<file path="config.mk">
export PLATFORM = sky130hd
export DESIGN_NAME = coeff_wr_ctrl
export DESIGN_NICKNAME = d
export VERILOG_FILES = /design/src/rtl/coeff_wr_ctrl.sv
export SDC_FILE = /design/constraint.sdc
export NUM_CORES = 1
export LEC_CHECK = 0
export CORE_ASPECT_RATIO = 1.4
export CORE_MARGIN = 1
export CORE_UTILIZATION = 40
export DETAILED_ROUTE_END_ITERATION = 12
export HOLD_SLACK_MARGIN = 0.06
export PLACE_DENSITY = 0.74
export SLEW_MARGIN = 20
export SYNTH_ARGS = -nofsm -noshare
export SYNTH_HDL_FRONTEND = slang
export SYNTH_SLANG_ARGS = --single-unit
export TNS_END_PERCENT = 20
</file>
<file path="constraint.sdc">
create_clock -name clkn_i -period 1.3 [get_ports clkn_i]
set_input_delay 0.26 -clock clkn_i [delete_from_list [all_inputs] [get_ports clkn_i]]
set_output_delay 0.26 -clock clkn_i [all_outputs]
set_load 0.005 [all_outputs]
</file>
<file path="src/rtl/coeff_wr_ctrl.sv">
// Coefficient memory write-side controller: accepts a valid/ready coefficient
// stream, writes consecutive addresses and publishes a written bitmap plus a loaded flag.
module coeff_wr_ctrl #(
  parameter int ADDR_LINES = 4,
  parameter int DATA_W     = 16,
  localparam int DEPTH     = 1 << ADDR_LINES
) (
  input  logic                  clkn_i,
  input  logic                  rstn_i,
  input  logic                  start_i,
  input  logic                  s_valid_i,
  output logic                  s_ready_o,
  input  logic [DATA_W-1:0]     s_data_i,
  input  logic                  s_last_i,
  output logic                  mem_we_o,
  output logic [ADDR_LINES-1:0] mem_waddr_o,
  output logic [DATA_W-1:0]     mem_wdata_o,
  output logic [DEPTH-1:0]      count_o,
  output logic [ADDR_LINES-1:0] wr_ptr_o,
  output logic                  loaded_o,
  output logic                  err_o
);

  typedef enum logic [1:0] {
    ST_IDLE  = 2'd0,
    ST_LOAD  = 2'd1,
    ST_FLUSH = 2'd2,
    ST_DONE  = 2'd3
  } state_e;

  localparam logic [ADDR_LINES-1:0] LAST_ADDR = {ADDR_LINES{1'b1}};
  localparam logic [DEPTH-1:0]      ONE_BIT   = {{(DEPTH-1){1'b0}}, 1'b1};

  state_e                  state_q, state_d;
  logic                    ready_q, ready_d;
  logic                    we_q, we_d;
  logic [ADDR_LINES-1:0]   waddr_q, waddr_d;
  logic [DATA_W-1:0]       wdata_q, wdata_d;
  logic [DEPTH-1:0]        count_q, count_d;
  logic [ADDR_LINES-1:0]   ptr_q, ptr_d;
  logic                    loaded_q, loaded_d;
  logic                    err_q, err_d;
  logic                    hs_s;

  assign hs_s = s_valid_i && ready_q;

  // Next-state and output computation; start_i overrides any same-cycle beat.
  always_comb begin
    state_d  = state_q;
    we_d     = 1'b0;
    waddr_d  = waddr_q;
    wdata_d  = wdata_q;
    count_d  = count_q;
    ptr_d    = ptr_q;
    loaded_d = loaded_q;
    err_d    = err_q;

    if (start_i) begin
      state_d  = ST_LOAD;
      count_d  = {DEPTH{1'b0}};
      ptr_d    = {ADDR_LINES{1'b0}};
      loaded_d = 1'b0;
      err_d    = 1'b0;
    end else begin
      case (state_q)
        ST_LOAD: begin
          if (hs_s) begin
            we_d    = 1'b1;
            waddr_d = ptr_q;
            wdata_d = s_data_i;
            count_d = count_q | (ONE_BIT << ptr_q);
            // The pointer saturates at the top entry so nothing is overwritten.
            if (ptr_q != LAST_ADDR) begin
              ptr_d = ptr_q + {{(ADDR_LINES-1){1'b0}}, 1'b1};
            end else begin
              ptr_d = ptr_q;
            end
            if (s_last_i || (ptr_q == LAST_ADDR)) begin
              state_d = ST_FLUSH;
            end else begin
              state_d = ST_LOAD;
            end
            if ((ptr_q == LAST_ADDR) && !s_last_i) begin
              err_d = 1'b1;
            end else begin
              err_d = err_q;
            end
          end else begin
            state_d = ST_LOAD;
          end
        end
        ST_FLUSH: begin
          state_d  = ST_DONE;
          loaded_d = 1'b1;
        end
        ST_DONE: begin
          state_d = ST_DONE;
        end
        ST_IDLE: begin
          state_d = ST_IDLE;
        end
        default: begin
          state_d = ST_IDLE;
        end
      endcase
    end

    ready_d = (state_d == ST_LOAD);
  end

  // State and output registers; reset drops any in-flight write immediately.
  always_ff @(posedge clkn_i or negedge rstn_i) begin
    if (!rstn_i) begin
      state_q  <= ST_IDLE;
      ready_q  <= 1'b0;
      we_q     <= 1'b0;
      waddr_q  <= {ADDR_LINES{1'b0}};
      wdata_q  <= {DATA_W{1'b0}};
      count_q  <= {DEPTH{1'b0}};
      ptr_q    <= {ADDR_LINES{1'b0}};
      loaded_q <= 1'b0;
      err_q    <= 1'b0;
    end else begin
      state_q  <= state_d;
      ready_q  <= ready_d;
      we_q     <= we_d;
      waddr_q  <= waddr_d;
      wdata_q  <= wdata_d;
      count_q  <= count_d;
      ptr_q    <= ptr_d;
      loaded_q <= loaded_d;
      err_q    <= err_d;
    end
  end

  assign s_ready_o   = ready_q;
  assign mem_we_o    = we_q;
  assign mem_waddr_o = waddr_q;
  assign mem_wdata_o = wdata_q;
  assign count_o     = count_q;
  assign wr_ptr_o    = ptr_q;
  assign loaded_o    = loaded_q;
  assign err_o       = err_q;

endmodule
</file>
# After elaboration in Yosys (flattened, before gate mapping)
# Index checks and enable logic that the tools add are counted.
# op_classes
add_sub_neg	1
n_eq_ne	6
shift	1
mux	20
bitwise	2
reduce_logical	15
# op_table
op	n
$mux W16	3
$mux W4	4
$or A16 B16 Y16	1
$shl A1 B4 Y16 const A	1
$reduce_bool A2 Y1	5
$mux W1	9
$reduce_and A3 Y1	3
$mux W2	3
$pmux W2 S3	1
$add A4 B1 Y4 const B	1
$eq A2 B1 Y1 const B	2
$eq A2 B2 Y1 const B	2
$eq A4 B4 Y1 const B	1
$ne A4 B4 Y1 const B	1
$logic_and A1 B1 Y1	2
$logic_not A2 Y1	1
$reduce_and A2 Y1	1
$reduce_or A2 Y1	1
$logic_not A1 Y1	1
$logic_or A1 B1 Y1	1
$not A1 Y1	1
# word_totals
regBits	46
input_bits	21
out_inout_bits	44
wordCells	54

# Longest topological paths before layout
# Gate-level depths: netlist (run 1).
# logic_depth
ltp_word	7
depth_mapped	5
ltp_nobuf	5

# Worst setup path after synthesis (run 1)
# Ideal clock, no wire load.
# synth_timing
path_kind	register -> register
start	reg ptr_q[0] (netlist: wr_ptr_o[0])
end	reg ptr_q[0] (netlist: wr_ptr_o[0])
setup_ns	0.077
t_arrival_ns	1.342
path_slack_ns	-0.120
stages_incl_launch_ff	5
path_buffers	0
synth_period_minus_slack_ns	1.420
cell_sequence	dfrtp_1 ha_1 and3_1 or3_1 a21oi_1
# synth_via
elab_chain_cells	5
# synth_rtl
element	line	source
from (decl)	40	logic [ADDR_LINES-1:0] ptr_q, ptr_d;
from (signal assigned)	120	ptr_q <= {ADDR_LINES{1'b0}};
from (signal assigned)	130	ptr_q <= ptr_d;
$add A4 B1 Y4	74	ptr_d = ptr_q + {{(ADDR_LINES-1){1'b0}}, 1'b1};
$mux W4	73	if (ptr_q != LAST_ADDR) begin
$mux W4	67	if (hs_s) begin
$mux W4	65	case (state_q)
$mux W4	58	if (start_i) begin
# Parallel ways exist; a longest one is shown, timed or not. The select of a mux whose other input is x is not followed.
# A chain may end at the register's enable or synchronous reset.

# Worst setup path in the final report (run 1)
# layout_timing
start	reg ptr_q[1] (netlist: wr_ptr_o[1])
end	reg ptr_q[0] (netlist: wr_ptr_o[0])
# layout_via
elab_chain_cells	3
# layout_rtl
element	line
$ne A4 B4 Y1	73
$reduce_bool A2 Y1 (no line)	--
$reduce_and A3 Y1 (no line)	--
# Every way passes these cells.

==> metrics.md, run 1 <==
| Metric | Value |
|---|---|
| Status | `finished with violations` |
| Failing checks | `negative setup slack` |
| I/O Pins | `65` |
| Syn Nets | `177` |
| Peak VDD IR | `approximately 900 uV` |
| Internal power | `around 2.6 mW` |
| Sequential fraction of the synthesis area | `59.8%` |
| CTS root buffer | `clkbuf_8` |
| Layout Cells excl Fill | `roughly 300` |
| Clock latency on the worst-skew pair | `roughly 0.29 ns` |
| Layout cell share with drive strength beyond 1 | `32.6%` |
| Yosys top cell area share | `59.8%` |
| Final setup skew | `between 0.004 and 0.005 ns` |
| CP max FO | `4` |
| Die H | `84.1 um` |
| Placed Cells | `approximately 290` |
| Synth unique cells | `28` |
| ANT cells | `0` |
| Initial Util | `42.1%` |
| Die X | `60.6 um` |
| Min cycle time layout | `1.39 ns` |
| Register bit total from synthesis | `46` |
| Nets | `268` |
| Routed len/inst | `13.6 um` |
| H-Tree Level Count | `2` |
| Clock Power Share | `25.9%` |
| PnR worst setup slack | `-0.0935 ns` |
| Clock transition at path regs | `0.08 ns` |
| Fin. max-slew vios | `0` |
| Critical Path AT | `1.62 ns` |
| FMAX | `0.718 GHz` |
| Least-Margin Pin Slew | `0.270 ns` |
| Drt first pass iters | `4` |
| HPWL after detailed placement | `roughly 2.8 mm` |
| Clk buf depth | `2` |
| DR vias | `1454` |
| Hold_ws | `roughly 0.47 ns` |
| Die ar. | `slightly above 5000 um2` |
| Placed cell area | `2770 um2` |
| Initial DRC count | `90` |
| First-pass GRT wire length | `6.84 mm` |
| Core box area | `4570 um2` |
| Gr ovfl total | `0` |
| CTS sink cnt | `46` |
| Critical Path RT | `1.52 ns` |
| TritonCTS clock tree | `done` |
| Largest net degree at the start of global routing | `47` |
| Sequential group share of total power | `49.5%` |
| Final Cycle Share | `107%` |
| Initial antenna violation count | `0` |
| PwrDens | `1160 nW/um2` |
| Input/output buffers | `64` |
| Final hold viol count | `0` |
| Fin area | `2990 um2` |
| DRC | `0` |
| Synth-to-layout area growth | `55.3%` |
| Max_slew headroom | `82.0%` |
| Startpoint Class | `flop` |
| Row count | `29` |
| Synth area leader | `dfrtp_1` |
| Global Route Usage Sum | `17.9%` |
| Syn Area/Cell | `12.8 um2` |
| Synth Warn # | `0` |
| Vias per cell | `4.78` |
| Mapped Cells | `150` |
| Hold Path Class | `input port to asynchronous set/reset pin` |
| Post-Synthesis Cell Area | `1930 um2` |
| Pleak | `1.48 nW` |
| Filler instances | `slightly below 400` |
| Final setup viols | `28` |
| Vias in the first global route | `1446` |
| Placer Congestion | `0.777` |
| Switching part of the total | `25.8%` |
| Setup Crit Path Kind | `flop to flop` |
| Synth top area cells | `dfrtp_1, mux2_2, a31oi_1` |
| Power Total | `3.45 mW` |
| RSZ-0062 raised after global routing | `yes` |
| Psw | `891 uW` |
| Comb pwr share | `24.7%` |
| Most frequent cells in the layout | `dfrtp_1, dlygate4sd2_1, buf_4` |
| Total Routed Length | `4.14 mm` |
| Total CTS buffers | `5` |
| Worst setup EP type | `flop` |
| Routed Antenna Nets | `0` |
| Max_cap viols | `0` |
| Commonest non-fill, non-tap cell in the layout | `dfrtp_1` |
==> routing by layer <==
metal,GRT usage (%),part of all wire [%],vias to the layer above,wire (um)
li1,-,-,709,-
met1,23.4,43,694,1770
met2,27.6,50,46,2090
met3,4.50,5.8,5,239
met4,7.44,1.0,0,42
met5,0,0,-,0
==> critical path: stages (launching register included) <==
cell and delay [ns]:
dfrtp_1 0.40, buf_4 0.14, ha_4 0.17, and3_4 0.15, or3_1 0.34, a21oi_1 0.13
==> worst paths after layout <==
check | end | from | slack (ns) | cells past startpoint
worst max-delay path | wr_ptr_o[0]$_DFFE_PN0P_ | wr_ptr_o[1]$_DFFE_PN0P_ | -0.09 | 5
worst min-delay path | count_o[4]$_DFFE_PN0P_ | rstn_i | 0.47 | 3
worst max register to register | wr_ptr_o[0]$_DFFE_PN0P_ | wr_ptr_o[1]$_DFFE_PN0P_ | -0.09 | 5
worst min register to register | mem_waddr_o[0]$_DFFE_PN0P_ | mem_waddr_o[0]$_DFFE_PN0P_ | 0.49 | 1
max in group asynchronous | wr_ptr_o[2]$_DFFE_PN0P_ | rstn_i | 0.60 | 3
min in group clkn_i | mem_waddr_o[0]$_DFFE_PN0P_ | mem_waddr_o[0]$_DFFE_PN0P_ | 0.49 | 1
==> kinds of logic (layout without fill, tap and decap cells) <==
kind of cell               count (synthesis)  count (layout)  share of synthesized area [%]
muxes                                     20              20                           11.7
DFF                                       46              46                           59.8
AOI/OAI and AO/OA                         29              29                           10.7
adders and majority gates                  6               6                           3.90
and+or+nand+nor                           33              33                           9.36
buffers and inverters                     16             108                           4.61
==> power by group through the flow <==
stage | sequential, mW | combinational, mW | clock (mW)
after CTS | 1.71 | 0.838 | 0.929
after global placement | 1.75 | 0.879 | 0
final | 1.71 | 0.852 | 0.893
after global routing | 1.74 | 0.924 | 0.986
after detailed placement | 1.74 | 0.893 | 0
after floorplan | 1.76 | 0.316 | 0
==> layout make-up <==
| type | count | area, um2 | share of cell area, % |
|---|---|---|---|
| Sequential cell | 46 | 1150 | 38.6 |
| Clock buffer | 6 | 82.6 | 2.76 |
| Clock inverter | 2 | 12.5 | 0.418 |
| Timing Repair Buffer | 93 | 841 | 28.1 |
| Multi-Input combinational cell | 88 | 797 | 26.7 |
| Inverter | 7 | 26.3 | 0.879 |
| Tap cell | 62 | 77.6 | 2.59 |
==> cells in the mapped netlist (all sizes together) <==
master	instances
nand4b	1
inv	7
dfrtp	46
and4b	1
nand3	1
or3	1
o21ai	2
nor2b	3
a21oi	5
a311oi	1
clkbuf	3
a31o	2
nand3b	1
a41oi	4
a31oi	13
a211o	1
a221oi	1
nand4	1
buf	6
nor2	22
ha	6
and3	2
mux2	20
==> metrics by stage <==
step	utilization, %	setup slack [ns]	setup TNS (ns)
global placement	60.5	-0.423	-13.20
floorplan	-	-0.0665	-0.925
global route	65.4	-0.144	-3.46
detailed placement	60.5	-0.441	-13.34
CTS	64.3	-0.0986	-1.39
finish	65.4	-0.0935	-1.03
==> registers in the layout (all words and copies together) (netlist names), 2 cells and up <==
name         cells
count_o         16
mem_waddr_o      4
wr_ptr_o         4
state_q          2
mem_wdata_o     16
==> repair_timing <==
item                                    CTS  global route
endpoints found under the setup margin   66            46
setup buffers                             8             1
hold endpoints to repair                 46             0
pin swaps                                 3             7
hold buffers                              1             0
gates resized for setup                  62            13
Note: power is estimated with default switching activity, not from simulation.
==> run 2: changes to the inputs <==
Settings changed: ABC_AREA set to 1, CORE_UTILIZATION 40 to 41, PLACE_DENSITY 0.74 to 0.76, SKIP_LAST_GASP set to 1.
==> metrics.md, run 2 <==
| Metric | Value |
|---|---|
| Input/output buffers | `64 (unchanged)` |
| FMAX | `0.699 GHz (was 0.718 GHz)` |
| HPWL after detailed placement | `2.95 mm (was 2.79 mm)` |
| CTS sink cnt | `46 (unchanged)` |
| Pleak | `1.60 nW (was 1.48 nW)` |
| DRC | `0 (unchanged)` |
| Status | `finished with violations (unchanged)` |
| Fin. max-slew vios | `0 (unchanged)` |
| PnR worst setup slack | `-0.131 ns (was -0.0935 ns)` |
| Die H | `83.6 um (was 84.1 um)` |
| Largest net degree at the start of global routing | `47 (unchanged)` |
| Worst-path cell chain | `clkdlybuf4s50_1 (was buf_4 > ha_4 > and3_4 > or3_1 > a21oi_1)` |
| Power Total | `3.95 mW (was 3.45 mW)` |
| I/O Pins | `65 (unchanged)` |
| Slowest cell on the critical path | `clkdlybuf4s50_1 (was dfrtp_1)` |
| Synth unique cells | `19 (was 28)` |
| Max_cap viols | `0 (unchanged)` |
| Vias per cell | `4.60 (was 4.78)` |
| Critical Path AT | `1.17 ns (was 1.62 ns)` |
| Synth area leader | `dfrtp_1 (unchanged)` |
| TritonCTS clock tree | `done (unchanged)` |
| Min cycle time layout | `1.43 ns (was 1.39 ns)` |
| Die ar. | `5040 um2 (was 5100 um2)` |
| Total CTS buffers | `5 (unchanged)` |
| Setup Slack @ Placement | `-0.210 ns (was -0.441 ns)` |
| Global Route Usage Sum | `18.7% (was 17.9%)` |
| Final setup skew | `0.00213 ns (was 0.00422 ns)` |
| DR vias | `1706 (was 1454)` |
| Commonest non-fill, non-tap cell in the layout | `nand2_1 (was dfrtp_1)` |
| CP max FO | `2 (was 4)` |
| Worst setup EP type | `primary output (was flop)` |
| Layout Cells excl Fill | `371 (was 304)` |
| Buffer and inverter count on the worst path | `1 (unchanged)` |
| Initial DRC count | `55 (was 90)` |
| Sequential fraction of the synthesis area | `59.0% (was 59.8%)` |
| H-Tree Level Count | `2 (unchanged)` |
| Nets | `335 (was 268)` |
| Setup Crit Path Kind | `flop to primary output (was flop to flop)` |
| PwrDens | `1330 nW/um2 (was 1160 nW/um2)` |
| Critical Path RT | `1.04 ns (was 1.52 ns)` |
| RSZ-0062 raised after global routing | `yes (unchanged)` |
| ANT cells | `0 (unchanged)` |
| Async SR Flop Fraction | `100% (unchanged)` |
| Placed Cells | `354 (was 286)` |
| Final setup viols | `36 (was 28)` |
| Clock latency on the worst-skew pair | `0.30 ns (was 0.29 ns)` |
| Top FF cell, synth | `dfrtp_1 (unchanged)` |
| Core box area | `4540 um2 (was 4570 um2)` |
| Total Routed Length | `4.34 mm (was 4.14 mm)` |
| Mapped Cells | `223 (was 150)` |
| Gr ovfl total | `0 (unchanged)` |
| CP Depth | `1 (was 5)` |
| Final hold viol count | `0 (unchanged)` |
| Fin area | `2980 um2 (was 2990 um2)` |
| Initial Util | `43.0% (was 42.1%)` |
| CP max stage delay | `0.51 ns (was 0.40 ns)` |
| Drt first pass iters | `4 (unchanged)` |
| Clock transition at path regs | `0.08 ns (about the same)` |
| Peak VDD IR | `995 uV (was 899 uV)` |
| Most frequent cell after synthesis | `nand2_1 (was dfrtp_1)` |
| Least-Margin Pin Slew | `0.238 ns (was 0.270 ns)` |
| Startpoint Class | `flop (unchanged)` |
| Most frequent cells in the layout | `nand2_1, clkdlybuf4s50_1, dfrtp_1 (was dfrtp_1, dlygate4sd2_1, buf_4)` |
| Worst R2R Path Depth | `7 (was 5)` |
| Final TNS setup | `-3.54 ns (was -1.03 ns)` |
| Final Cycle Share | `110% (was 107%)` |
| Crit-path leading delay family | `buffers and inverters (was simple AND/OR/NAND/NOR gates)` |
| Post-synth EDFFs | `0 (unchanged)` |
| Failing checks | `negative setup slack (unchanged)` |
| Post-Synthesis Cell Area | `1950 um2 (was 1930 um2)` |
| Syn Area/Cell | `8.75 um2 (was 12.8 um2)` |
| Placed cell area | `2740 um2 (was 2770 um2)` |
| Yosys top cell area share | `59.0% (was 59.8%)` |
| Vias in the first global route | `1634 (was 1446)` |
| Most frequent cells after synthesis | `nand2_1, dfrtp_1, inv_1, nor2_1, nand3_1 (was dfrtp_1, nor2_1, mux2_2, a31oi_1, inv_1)` |
| Synth top area cells | `dfrtp_1, nand2_1, ha_1 (was dfrtp_1, mux2_2, a31oi_1)` |
| Synth Warn # | `0 (unchanged)` |
| Synth-to-layout area growth | `52.8% (was 55.3%)` |
| Initial antenna violation count | `0 (unchanged)` |
| Routed Antenna Nets | `0 (unchanged)` |
| Clk buf depth | `2 (unchanged)` |
| CTS root buffer | `clkbuf_8 (unchanged)` |
| Layout cell share with drive strength beyond 1 | `15.2% (was 32.6%)` |
| Hold Path Class | `input port to asynchronous set/reset pin (unchanged)` |
| Syn Nets | `250 (was 177)` |
| Register bit total from synthesis | `46 (unchanged)` |
| Hold_ws | `0.456 ns (was 0.465 ns)` |
| Finished Core Util | `65.7% (was 65.4%)` |
| Max_slew headroom | `84.1% (was 82.0%)` |
| Placer Congestion | `0.823 (was 0.777)` |
| Routed len/inst | `11.7 um (was 13.6 um)` |
| Row count | `29 (unchanged)` |
| Die X | `60.3 um (was 60.6 um)` |
| First-pass GRT wire length | `7.13 mm (was 6.84 mm)` |
[run 2: cell count changes after synthesis, moves of 4 or more]
cell,change
o21ai_1,+4
nand3_1,+9
a41oi_1,-4
nor2_1,-5
nand2_1,+93
a31oi_1,-13
inv_1,+12
a21oi_1,+4
mux2_2,-19
[run 2: final timing paths]
path,start,end,slack (ns)
worst max-delay path,wr_ptr_o[0]$_DFFE_PN0P_,wr_ptr_o[0],-0.13
max in group asynchronous,rstn_i,mem_wdata_o[6]$_DFFE_PN0P_,0.63
worst min-delay path,rstn_i,count_o[3]$_DFFE_PN0P_,0.46
worst min register to register,err_o$_DFFE_PN0P_,err_o$_DFFE_PN0P_,0.48
min in group clkn_i,err_o$_DFFE_PN0P_,err_o$_DFFE_PN0P_,0.48
worst max register to register,wr_ptr_o[1]$_DFFE_PN0P_,count_o[1]$_DFFE_PN0P_,-0.06
[run 2: cell families after synthesis]
family          count (synthesis)  synth area share, %
compound gates                 15                 3.85
fa+ha+maj                       6                 3.85
buf+inv                        30                 6.80
flops                          46                 59.0
simple gates                  126                 26.5
[run 2: area by class of cell]
type,count,area (um2)
Inverter,23,96.3
Multi-Input combinational cell,147,734
Timing Repair Buffer,85,827
Fill cell,362,1550
Clock inverter,2,12.5
Tap cell,62,77.6
Clock buffer,6,82.6
Sequential cell,46,1150
[run 2: per-layer routing]
layer | routed length (um) | GRT usage [%] | share of wire (%)
met1 | 1750 | 21.0 | 40
met2 | 2270 | 32.2 | 52
met4 | 80 | 7.61 | 1.8
met5 | 0 | 0 | 0
met3 | 239 | 4.96 | 5.5
[run 2: power by group]
| group | total (mW) | leakage (nW) | internal (mW) | switching [mW] |
|---|---|---|---|---|
| sequential | 1.84 | 0.606 | 1.69 | 0.146 |
| combinational | 1.23 | 0.946 | 0.707 | 0.521 |
| clock | 0.890 | 0.0472 | 0.427 | 0.463 |
| total | 3.95 | 1.60 | 2.82 | 1.13 |
[run 2: worst register-to-register path: cells and delay by family, from the launching register on]
kind,cells,cell delay [ns]
adders and majority gates,1,0.19
buffers and inverters,3,0.36
AOI/OAI and AO/OA,1,0.12
DFF,1,0.40
and+or+nand+nor,2,0.23
[run 2: repair_timing]
| action | CTS | global route |
|---|---|---|
| pin swaps | 0 | 5 |
| gates resized for setup | 8 | 22 |
| hold endpoints to repair | 46 | 0 |
| hold buffers | 1 | 0 |
| buffers inserted | 4 | 4 |
| setup endpoints to repair | 48 | 54 |
==> run 3: changes to the inputs <==
Settings changed: CORE_MARGIN 1 to 2, CORE_UTILIZATION 41 to 42, CTS_BUF_LIST set to sky130_fd_sc_hd__clkbuf_8, PLACE_DENSITY 0.76 to 0.77.
==> metrics.md, run 3 (synthesized netlist as in run 2, its figures left out) <==
| Metric | Value |
|---|---|
| Max_slew headroom | `83.8% (was 84.1%)` |
| Final setup viols | `33 (was 36)` |
| PwrDens | `1400 nW/um2 (was 1330 nW/um2)` |
| Vias per cell | `4.60 (about the same)` |
| DRC | `0 (unchanged)` |
| Initial DRC count | `65 (was 55)` |
| FMAX | `0.701 GHz (was 0.699 GHz)` |
| H-Tree Level Count | `2 (unchanged)` |
| CTS root buffer | `clkbuf_8 (unchanged)` |
| Worst-path cell chain | `clkdlybuf4s50_1 (unchanged)` |
| TritonCTS clock tree | `done (unchanged)` |
| Nets | `331 (was 335)` |
| Startpoint Class | `flop (unchanged)` |
| Failing checks | `negative setup slack (unchanged)` |
| Hold Path Class | `input port to asynchronous set/reset pin (unchanged)` |
| CTS sink cnt | `46 (unchanged)` |
| HPWL after detailed placement | `2.96 mm (was 2.95 mm)` |
| Fin. max-slew vios | `0 (unchanged)` |
| Least-Margin Pin Slew | `0.243 ns (was 0.238 ns)` |
| Filler instances | `403 (was 362)` |
| Layout cell share with drive strength beyond 1 | `14.1% (was 15.2%)` |
| Input/output buffers | `64 (unchanged)` |
| Final setup skew | `0.00896 ns (was 0.00213 ns)` |
| Finished Core Util | `65.3% (was 65.7%)` |
| Min cycle time layout | `1.43 ns (about the same)` |
| Pleak | `1.55 nW (was 1.60 nW)` |
| Storage element area | `1150 um2 (about the same)` |
| Setup Crit Path Kind | `flop to primary output (unchanged)` |
| Max_cap viols | `0 (unchanged)` |
| Multi-input gate area | `712 um2 (was 734 um2)` |
| Final Cycle Share | `110% (about the same)` |
| First-pass GRT wire length | `7.18 mm (was 7.13 mm)` |
| Die ar. | `5220 um2 (was 5040 um2)` |
| Clock transition at path regs | `0.08 ns (about the same)` |
| Worst setup EP type | `primary output (unchanged)` |
| Peak VDD IR | `1060 uV (was 995 uV)` |
| CP max stage delay | `0.51 ns (about the same)` |
| Final TNS setup | `-3.54 ns (about the same)` |
| RSZ-0062 raised after global routing | `yes (unchanged)` |
| Slowest cell on the critical path | `clkdlybuf4s50_1 (unchanged)` |
| Total Routed Length | `4.32 mm (was 4.34 mm)` |
| Clock latency on the worst-skew pair | `0.30 ns (about the same)` |
| Most frequent cells in the layout | `nand2_1, clkdlybuf4s50_1, dfrtp_1 (unchanged)` |
| Routed len/inst | `11.8 um (was 11.7 um)` |
| Total CTS buffers | `5 (unchanged)` |
| Gr ovfl total | `0 (unchanged)` |
| Drt first pass iters | `4 (unchanged)` |
| Largest net degree at the start of global routing | `47 (unchanged)` |
| Buffer and inverter count on the worst path | `1 (unchanged)` |
| Initial antenna violation count | `0 (unchanged)` |
| Hold_ws | `0.466 ns (was 0.456 ns)` |
| Clk buf depth | `2 (unchanged)` |
| I/O Pins | `65 (unchanged)` |
| DR vias | `1684 (was 1706)` |
| Status | `finished with violations (unchanged)` |
| Die H | `84.7 um (was 83.6 um)` |
| Commonest non-fill, non-tap cell in the layout | `nand2_1 (unchanged)` |
| PnR worst setup slack | `-0.126 ns (was -0.131 ns)` |
| ANT cells | `0 (unchanged)` |
| Row count | `29 (unchanged)` |
| Critical Path AT | `1.17 ns (about the same)` |
| Crit-path leading delay family | `buffers and inverters (unchanged)` |
| Vias in the first global route | `1638 (was 1634)` |
| Placer Congestion | `0.796 (was 0.823)` |
| Synth-to-layout area growth | `50.4% (was 52.8%)` |
| Final hold viol count | `0 (unchanged)` |
| Global Route Usage Sum | `18.3% (was 18.7%)` |
| CP max FO | `2 (unchanged)` |
| Core box area | `4500 um2 (was 4540 um2)` |
| Critical Path RT | `1.04 ns (about the same)` |
| Setup Slack @ Placement | `-0.208 ns (was -0.210 ns)` |
| Routed Antenna Nets | `0 (unchanged)` |
| Initial Util | `43.4% (was 43.0%)` |
| Die X | `61.6 um (was 60.3 um)` |
run 3: cell count changes in the layout (fill, tap and decap cells not counted), sizes merged:
cell,delta
dlymetal6s2s,-1
clkdlybuf4s50,+1
buf,-4
bufinv,+1
clkinvlp,-1
clkinv,-1
run 3: report_power, final:
group	switching, mW	leakage [nW]	internal [mW]
Combinational	0.499	0.889	0.691
Clock	0.459	0.0573	0.615
Sequential	0.145	0.604	1.69
run 3: final timing paths:
path / start / end / slack [ns] / cells past startpoint
min in group clkn_i: err_o$_DFFE_PN0P_ / err_o$_DFFE_PN0P_ / 0.49 / 2
max reg2reg: wr_ptr_o[0]$_DFFE_PN0P_ / wr_ptr_o[2]$_DFFE_PN0P_ / -0.04 / 6
max: err_o$_DFFE_PN0P_ / err_o / -0.13 / 1
max in group asynchronous: rstn_i / wr_ptr_o[2]$_DFFE_PN0P_ / 0.62 / 3
min reg2reg: err_o$_DFFE_PN0P_ / err_o$_DFFE_PN0P_ / 0.49 / 2
min: rstn_i / count_o[1]$_DFFE_PN0P_ / 0.47 / 3
run 3: per-stage QoR:
step / instance area, um2 / power (mW) / std cells
floorplan: 1950 / 2.29 / 223
global placement: 2730 / 3.00 / 353
detailed placement: 2730 / 3.02 / 353
CTS: 2880 / 4.10 / 365
global route: 2940 / 4.36 / 366
finish: 2940 / 4.10 / 366
run 3: layer usage:
| metal | vias up | GRT usage [%] | share of wire (%) | wire length [um] |
|---|---|---|---|---|
| met2 | 49 | 30.8 | 53 | 2290 |
| met1 | 789 | 21.6 | 40 | 1720 |
| met5 | - | 0 | 0 | 0 |
| met3 | 9 | 5.24 | 5.0 | 214 |
| li1 | 837 | - | - | - |
| met4 | 0 | 6.19 | 2.1 | 91 |
run 3: what timing repair did:
| item | 4_1_cts | 5_1_grt |
|---|---|---|
| hold endpoints to repair | 46 | 0 |
| setup buffers | 4 | 1 |
| setup endpoints to repair | 49 | 54 |
| hold buffers | 1 | 0 |
| pin swaps | 0 | 1 |
| gates resized for setup | 9 | 17 |
run 3: cell type report:
class                      instances  share of cell area [%]
tap                               62                    2.64
timing repair buffer              81                    26.9
multi-input combinational        147                    24.2
sequential                        46                    39.2
clock buffer                       6                    2.81
inverter                          23                    3.11
clock inverter                     1                    1.02
